File: src/rtl/hqm_system_rf_fifo_ctl_64x30_if.sv
`timescale 1ns/1ps
// Bus bundle for the RF-backed FIFO controller.
// Groups the push stream, pop stream, flush, status outputs and the two RF ports.
// slave  : the controller's view.
// master : the surrounding logic's view (producer, consumer and RF macro).
interface hqm_system_rf_fifo_ctl_64x30_if #(
  parameter int unsigned DWIDTH = 30,
  parameter int unsigned AWIDTH = 6
);
  logic              flush;
  logic              push_valid;
  logic              push_ready;
  logic [DWIDTH-1:0] push_data;
  logic              pop_valid;
  logic              pop_ready;
  logic [DWIDTH-1:0] pop_data;
  logic [AWIDTH:0]   count;
  logic              empty;
  logic              full;
  logic              mem_we;
  logic [AWIDTH-1:0] mem_waddr;
  logic [DWIDTH-1:0] mem_wdata;
  logic              mem_re;
  logic [AWIDTH-1:0] mem_raddr;
  logic [DWIDTH-1:0] mem_rdata;

  modport slave (
    input  flush, push_valid, push_data, pop_ready, mem_rdata,
    output push_ready, pop_valid, pop_data, count, empty, full,
           mem_we, mem_waddr, mem_wdata, mem_re, mem_raddr
  );

  modport master (
    output flush, push_valid, push_data, pop_ready, mem_rdata,
    input  push_ready, pop_valid, pop_data, count, empty, full,
           mem_we, mem_waddr, mem_wdata, mem_re, mem_raddr
  );
endinterface

File: src/rtl/hqm_system_rf_fifo_ctl_64x30.sv
`timescale 1ns/1ps
// FIFO controller for a 64x30 two-port RF with one-cycle registered read data.
// Pushes are written straight into the RF; reads are prefetched into a 2-entry
// output buffer so the pop side can sustain one transfer per cycle.
// Ports:
//   clk  : single clock shared by both RF ports
//   rst  : asynchronous active-high reset
//   bus  : push/pop streams, flush, count/empty/full and RF write/read ports
module hqm_system_rf_fifo_ctl_64x30 #(
  parameter int unsigned DEPTH  = 64,
  parameter int unsigned DWIDTH = 30,
  parameter int unsigned AWIDTH = 6
) (
  input logic                          clk,
  input logic                          rst,
  hqm_system_rf_fifo_ctl_64x30_if.slave bus
);

  localparam logic [AWIDTH:0] DepthCnt = (AWIDTH+1)'(DEPTH);

  logic [AWIDTH-1:0] wptr_q, wptr_d;
  logic [AWIDTH-1:0] rptr_q, rptr_d;
  logic [AWIDTH:0]   rf_cnt_q, rf_cnt_d;
  logic              rd_pend_q, rd_pend_d;
  logic [DWIDTH-1:0] buf_q [2];
  logic [DWIDTH-1:0] buf_d [2];
  logic [1:0]        buf_cnt_q, buf_cnt_d;

  logic [AWIDTH:0]   count;
  logic              push_ready, push_fire;
  logic              pop_valid, pop_fire;
  logic              mem_re;
  logic [2:0]        occ_after_pop;
  logic [1:0]        buf_cnt_shift;

  assign count = rf_cnt_q + (AWIDTH+1)'(rd_pend_q) + (AWIDTH+1)'(buf_cnt_q);

  always_comb begin
    push_ready = (count < DepthCnt) && !bus.flush && !rst;
    push_fire  = bus.push_valid && push_ready;
    pop_valid  = (buf_cnt_q != 2'd0) && !bus.flush;
    pop_fire   = pop_valid && bus.pop_ready;
    // Buffer slots that will be claimed once this cycle's pop is applied; a new
    // read may only launch if its data is guaranteed a slot next cycle.
    occ_after_pop = {1'b0, buf_cnt_q} + {2'b00, rd_pend_q} - {2'b00, pop_fire};
    mem_re        = (rf_cnt_q != '0) && (occ_after_pop < 3'd2) && !bus.flush;
  end

  always_comb begin
    wptr_d        = wptr_q;
    rptr_d        = rptr_q;
    rf_cnt_d      = rf_cnt_q;
    rd_pend_d     = 1'b0;
    buf_d[0]      = buf_q[0];
    buf_d[1]      = buf_q[1];
    buf_cnt_d     = buf_cnt_q;
    buf_cnt_shift = buf_cnt_q;
    if (bus.flush) begin
      // Clearing rd_pend drops the read data returning next cycle.
      wptr_d    = '0;
      rptr_d    = '0;
      rf_cnt_d  = '0;
      buf_d[0]  = '0;
      buf_d[1]  = '0;
      buf_cnt_d = '0;
    end else begin
      if (push_fire) wptr_d = wptr_q + 1'b1;
      if (mem_re)    rptr_d = rptr_q + 1'b1;
      rd_pend_d = mem_re;
      rf_cnt_d  = rf_cnt_q + (AWIDTH+1)'(push_fire) - (AWIDTH+1)'(mem_re);
      if (pop_fire) begin
        buf_d[0]      = buf_q[1];
        buf_cnt_shift = buf_cnt_q - 2'd1;
      end
      // Returning read data lands in the first free slot after the shift.
      if (rd_pend_q) begin
        if (buf_cnt_shift == 2'd0) buf_d[0] = bus.mem_rdata;
        else                       buf_d[1] = bus.mem_rdata;
        buf_cnt_d = buf_cnt_shift + 2'd1;
      end else begin
        buf_cnt_d = buf_cnt_shift;
      end
    end
  end

  always_ff @(posedge clk or posedge rst) begin
    if (rst) begin
      wptr_q    <= '0;
      rptr_q    <= '0;
      rf_cnt_q  <= '0;
      rd_pend_q <= 1'b0;
      buf_q[0]  <= '0;
      buf_q[1]  <= '0;
      buf_cnt_q <= '0;
    end else begin
      wptr_q    <= wptr_d;
      rptr_q    <= rptr_d;
      rf_cnt_q  <= rf_cnt_d;
      rd_pend_q <= rd_pend_d;
      buf_q[0]  <= buf_d[0];
      buf_q[1]  <= buf_d[1];
      buf_cnt_q <= buf_cnt_d;
    end
  end

  assign bus.push_ready = push_ready;
  assign bus.pop_valid  = pop_valid;
  assign bus.pop_data   = buf_q[0];
  assign bus.count      = count;
  assign bus.empty      = (count == '0);
  assign bus.full       = (count == DepthCnt);
  assign bus.mem_we     = push_fire;
  assign bus.mem_waddr  = wptr_q;
  assign bus.mem_wdata  = bus.push_data;
  assign bus.mem_re     = mem_re;
  assign bus.mem_raddr  = rptr_q;

  occupancy_bound_a: assert property (@(posedge clk) disable iff (rst)
    (rf_cnt_q <= DepthCnt) && (count <= DepthCnt));

endmodule

File: src/flat_wrapper.sv
// flat-port wrapper written by rule: the top's interface ports become plain ports
module hqm_system_rf_fifo_ctl_64x30_flat 
#(
  parameter int unsigned DEPTH  = 64,
  parameter int unsigned DWIDTH = 30,
  parameter int unsigned AWIDTH = 6
)
  (clk, rst, bus_flush, bus_push_valid, bus_push_data, bus_pop_ready, bus_mem_rdata, bus_push_ready, bus_pop_valid, bus_pop_data, bus_count, bus_empty, bus_full, bus_mem_we, bus_mem_waddr, bus_mem_wdata, bus_mem_re, bus_mem_raddr);
  hqm_system_rf_fifo_ctl_64x30_if #(.DWIDTH(DWIDTH), .AWIDTH(AWIDTH)) bus_i ();
  input logic clk;
  input logic rst;
  input wire logic [$bits(bus_i.flush)-1:0] bus_flush;
  input wire logic [$bits(bus_i.push_valid)-1:0] bus_push_valid;
  input wire logic [$bits(bus_i.push_data)-1:0] bus_push_data;
  input wire logic [$bits(bus_i.pop_ready)-1:0] bus_pop_ready;
  input wire logic [$bits(bus_i.mem_rdata)-1:0] bus_mem_rdata;
  output wire logic [$bits(bus_i.push_ready)-1:0] bus_push_ready;
  output wire logic [$bits(bus_i.pop_valid)-1:0] bus_pop_valid;
  output wire logic [$bits(bus_i.pop_data)-1:0] bus_pop_data;
  output wire logic [$bits(bus_i.count)-1:0] bus_count;
  output wire logic [$bits(bus_i.empty)-1:0] bus_empty;
  output wire logic [$bits(bus_i.full)-1:0] bus_full;
  output wire logic [$bits(bus_i.mem_we)-1:0] bus_mem_we;
  output wire logic [$bits(bus_i.mem_waddr)-1:0] bus_mem_waddr;
  output wire logic [$bits(bus_i.mem_wdata)-1:0] bus_mem_wdata;
  output wire logic [$bits(bus_i.mem_re)-1:0] bus_mem_re;
  output wire logic [$bits(bus_i.mem_raddr)-1:0] bus_mem_raddr;
  assign bus_i.flush = bus_flush;
  assign bus_i.push_valid = bus_push_valid;
  assign bus_i.push_data = bus_push_data;
  assign bus_i.pop_ready = bus_pop_ready;
  assign bus_i.mem_rdata = bus_mem_rdata;
  assign bus_push_ready = bus_i.push_ready;
  assign bus_pop_valid = bus_i.pop_valid;
  assign bus_pop_data = bus_i.pop_data;
  assign bus_count = bus_i.count;
  assign bus_empty = bus_i.empty;
  assign bus_full = bus_i.full;
  assign bus_mem_we = bus_i.mem_we;
  assign bus_mem_waddr = bus_i.mem_waddr;
  assign bus_mem_wdata = bus_i.mem_wdata;
  assign bus_mem_re = bus_i.mem_re;
  assign bus_mem_raddr = bus_i.mem_raddr;
  hqm_system_rf_fifo_ctl_64x30 #(.DEPTH(DEPTH), .DWIDTH(DWIDTH), .AWIDTH(AWIDTH)) u_core (.clk(clk), .rst(rst), .bus(bus_i));
endmodule
File: config.mk
export PLATFORM = sky130hd
export DESIGN_NAME = hqm_system_rf_fifo_ctl_64x30_flat
export DESIGN_NICKNAME = d
export VERILOG_FILES = /design/src/rtl/hqm_system_rf_fifo_ctl_64x30_if.sv /design/src/rtl/hqm_system_rf_fifo_ctl_64x30.sv /design/src/flat_wrapper.sv
export SDC_FILE = /design/constraint.sdc
export NUM_CORES = 1
export LEC_CHECK = 0
export CORE_UTILIZATION = 30
export CTS_BUF_LIST = sky130_fd_sc_hd__clkbuf_8
export DETAILED_ROUTE_END_ITERATION = 12
export PLACE_DENSITY = 0.65
export SKIP_LAST_GASP = 1
export SYNTH_ARGS = -nofsm -noshare
export SYNTH_HDL_FRONTEND = slang
export SYNTH_SLANG_ARGS = --single-unit
File: constraint.sdc
create_clock -name clk -period 5 [get_ports clk]
set_input_delay 1 -clock clk [delete_from_list [all_inputs] [get_ports clk]]
set_output_delay 1 -clock clk [all_outputs]
set_load 0.005 [all_outputs]
==> metrics.csv <==
stage,metric,value,unit
timing,fin_setup_tns,0,ns
timing,post-route-period-util,0.9489,
worst_setup_path,crit_type,input pin to output port,
timing,clock.fmax,0.2108,GHz
timing,skew,0.006598,ns
yosys,synth_seq_cells,82,
final_layout,drive_gt1_frac,0.06197,
yosys,yosysWarnings,0,
timing,tightest_slew,1.143,ns
floorplanning,rows,44,
worst_setup_path,reg2reg_depth,18,
hold_path,hold_end,u_core.bus.mem_waddr[5],
global_routing,first_global_vias,3490,
yosys,synthAdderAreaFrac,0.06614,
yosys,synth-simple-area-share,0.09298,
floorplanning,fp.coreArea,0.01475,mm2
hold_path,hp-start,u_core.bus.mem_waddr[5],
worst_setup_path,slowest_delay,0.55,ns
clock_tree,cts_tree,yes,
worst_setup_path,path_max_fanout,9,
timing,relSlewSlack,0.2355,
yosys,synthMuxAreaShare,0.07373,
status,status,finished clean,
yosys,synth_xor_area_frac,0.02819,
power,vdd_ir_drop_max,0.0001635,V
timing,slew_viol_final,0,
worst_setup_path,r2r_slack,0.78,ns
worst_setup_path,r2r_end,u_core.rf_cnt_q[6],
yosys,synthCells,440,
worst_setup_path,crit_chain,clkdlybuf4s50_1 > nor3b_2 > ha_1 > nand2b_1 > fa_1 > xnor2_1 > o211ai_2 > nor2_1 > clkdlybuf4s50_1,
worst_setup_path,start_kind,input pin,
job,cap_violations,0,
floorplanning,initial_utilization,0.3128,
floorplanning,chipWidth,126.0,um
detailed_routing,routed_wl,10.33,mm
yosys,synth-async-reset-ratio,1.000,
placement,dpl.hpwl,6.746,mm
yosys,synth_compound_area_frac,0.1542,
yosys,synth.distinct_cells,45,
final_layout,area_delta_synth_final,17.48,%
detailed_routing,drt_iter0_markers,161,
clock_tree,clock_sinks,82,
detailed_routing,via_per_inst,5.097,
yosys,syn_avg_cell_area,10.49,um2
global_routing,antenna_found_initial,0,
clock_tree,post_cts_buffers,0,
clock_tree,insertion_delay,0.37,ns
worst_setup_path,cp_common_cell,clkdlybuf4s50_1,
floorplanning,io_pins,150,
clock_tree,ctsHtreeMaxLevel,3,
detailed_routing,num_vias,3323,
yosys,syn_area,0.004616,mm2
final_layout,final_nets,550,
clock_tree,root_buffer,clkbuf_8,
timing,rsz0062_at_grt,no,
yosys,yosysSeqAreaShare,0.4446,
final_layout,final_cell_mix,"88 x clkdlybuf4s50_1, 82 x dfrtp_1, 44 x nor2_1",
clock_tree,hold_buffers,0,
power,leakage,0.002298,uW
detailed_routing,drt-pass1-iter-count,4,
global_routing,grt_util_all_layers,0.1390,
clock_tree,cts_buffers,9,
placement,gp_congestion,0.7814,
clock_tree,clk_pin_slew_worst_paths,0.08,ns
timing,whs,0.4890,ns
clock_tree,cts.path.max_buffers,2,
floorplanning,dieArea,0.01589,mm2
worst_setup_path,end_kind,output port,
global_routing,grt-ovfl-total,0,
worst_setup_path,rr_startpoint,u_core.buf_cnt_q[1],
clock_tree,cts_resized,0,
yosys,synth_top_family_by_area,compound AO/OA/AOI/OAI gates,
final_layout,final_common_cell,clkdlybuf4s50_1,
yosys,synth_ff_type,dfrtp_1,
timing,finalHoldViolCount,0,
detailed_routing,drtAntennaViolNets,0,
power,power_density,535.0,mW/mm2
floorplanning,die_y,126.0,um
timing,setup_violations,0,
placement,io_buffers,89,
global_routing,grt_first_pass_wirelength,17.39,mm
yosys,synth_edf_count,0,
timing,timing.final.crit_period,4.745,ns
global_routing,grt_max_degree,61,
worst_setup_path,worstPathArrival,3.74,ns
yosys,synthesis.nets,527,
worst_setup_path,cpMaxStageDelayCell,clkdlybuf4s50_1,
worst_setup_path,worst_ep_required_time,4.00,ns
hold_path,min_path_type,flip-flop to flip-flop,
final_layout,antenna_cells,0,
detailed_routing,wire_per_inst,15.84,um
hold_path,min_path_cells,1,
detailed_routing,drc_errors,0,
-- worst max-delay path, delay by kind of cell --
family / cells / cell delay (ns)
simple gates: 3 / 0.62
xor+xnor: 1 / 0.25
fa+ha+maj: 2 / 0.63
compound gates: 1 / 0.25
buf+inv: 2 / 1.00
-- flip-flops by register name, summed over array words and instances (netlist names) --
signal	count
u_core.buf_cnt_q	2
u_core.buf_q	30
u_core.bus.mem_raddr	6
u_core.bus.mem_waddr	6
u_core.bus.pop_data	30
u_core.rd_pend_q	1
u_core.rf_cnt_q	7
-- power by group --
part | internal (uW) | switching (uW) | leakage, uW
clock | 245 | 256 | 0.000100
sequential | 863 | 161 | 0.00111
combinational | 707 | 669 | 0.00109
-- layer usage --
layer | vias to the layer above | part of all wire | GRT usage
met5 | - | 0 | 0
met2 | 100 | 0.48 | 0.2285
met3 | 19 | 0.054 | 0.04291
met1 | 1655 | 0.45 | 0.1704
li1 | 1549 | - | -
met4 | 0 | 0.015 | 0.05315
-- worst max-delay path by stage --
stage | startpoint | to | slack (ns) | cells past startpoint
2_1_floorplan | bus_flush | u_core.rf_cnt_q[6] | 0.59 | 18
3_3_place_gp | bus_pop_ready | u_core.rf_cnt_q[6] | 0.30 | 17
3_5_place_dp | bus_pop_ready | u_core.rf_cnt_q[6] | 0.15 | 17
4_1_cts | bus_pop_ready | bus_mem_re | 0.26 | 9
5_1_grt | bus_pop_ready | bus_mem_re | 0.09 | 9
6_report | bus_pop_ready | bus_mem_re | 0.26 | 9
-- stage by stage --
stage	power, uW	area [um2]	worst slack [ns]	utilization	std cells
2_1_floorplan	1991	4616	0.5934	-	440
5_1_grt	3144	5423	0.08744	0.3675	652
3_5_place_dp	2418	5219	0.1483	0.3537	636
4_1_cts	2947	5423	0.2577	0.3675	652
3_3_place_gp	2378	5219	0.2995	0.3537	636
6_report	2901	5423	0.2554	0.3675	652
-- area by class of cell --
class                      instances  area [um2]
fill                            1484        9331
sequential                        82        2052
multi-input combinational        254        1929
timing repair buffer              94       923.4
tap                              184       230.2
clock buffer                      10       137.6
inverter                          22       83.83
clock inverter                     6       66.31
-- cells by family (layout without fill, tap and decap cells) --
family	Yosys count	after routing
xor gates and xnor gates	14	14
buffers and inverters	104	132
DFF	82	82
AOI/OAI and AO/OA	93	93
and+or+nand+nor	91	91
adders and majority gates	22	22
muxes	34	34
-- Yosys cell counts, types with 2 or more instances --
cell      instances  area, um2
a22o_1           30      262.8
clkbuf_1         12      45.04
buf_4            61      457.9
o211ai_1          2      15.01
o311ai_0          3      26.28
xnor2_1           8      70.07
nand4_1           3      18.77
nor2_1           44      165.2
nand3_1           8      40.04
nor2b_1           4      25.02
buf_2             4      20.02
buf_1             2      7.510
or3_1             5      31.28
xor2_1            5      43.79
nand2b_1          3      18.77
o21ai_0           8      40.04
fa_1              4      80.08
buf_6             3      33.78
o31ai_1           2      15.01
dfrtp_1          82       2052
a31oi_1           3      18.77
ha_1             18      225.2
nand2_1           9      33.78
nor3b_1           2      15.01
mux2i_1          34      340.3
a211oi_1         31      232.7
inv_1            21      78.83
nor3_1            7      35.03
a21oi_1           6      30.03
No activity file was read; power rests on OpenSTA's default activity.
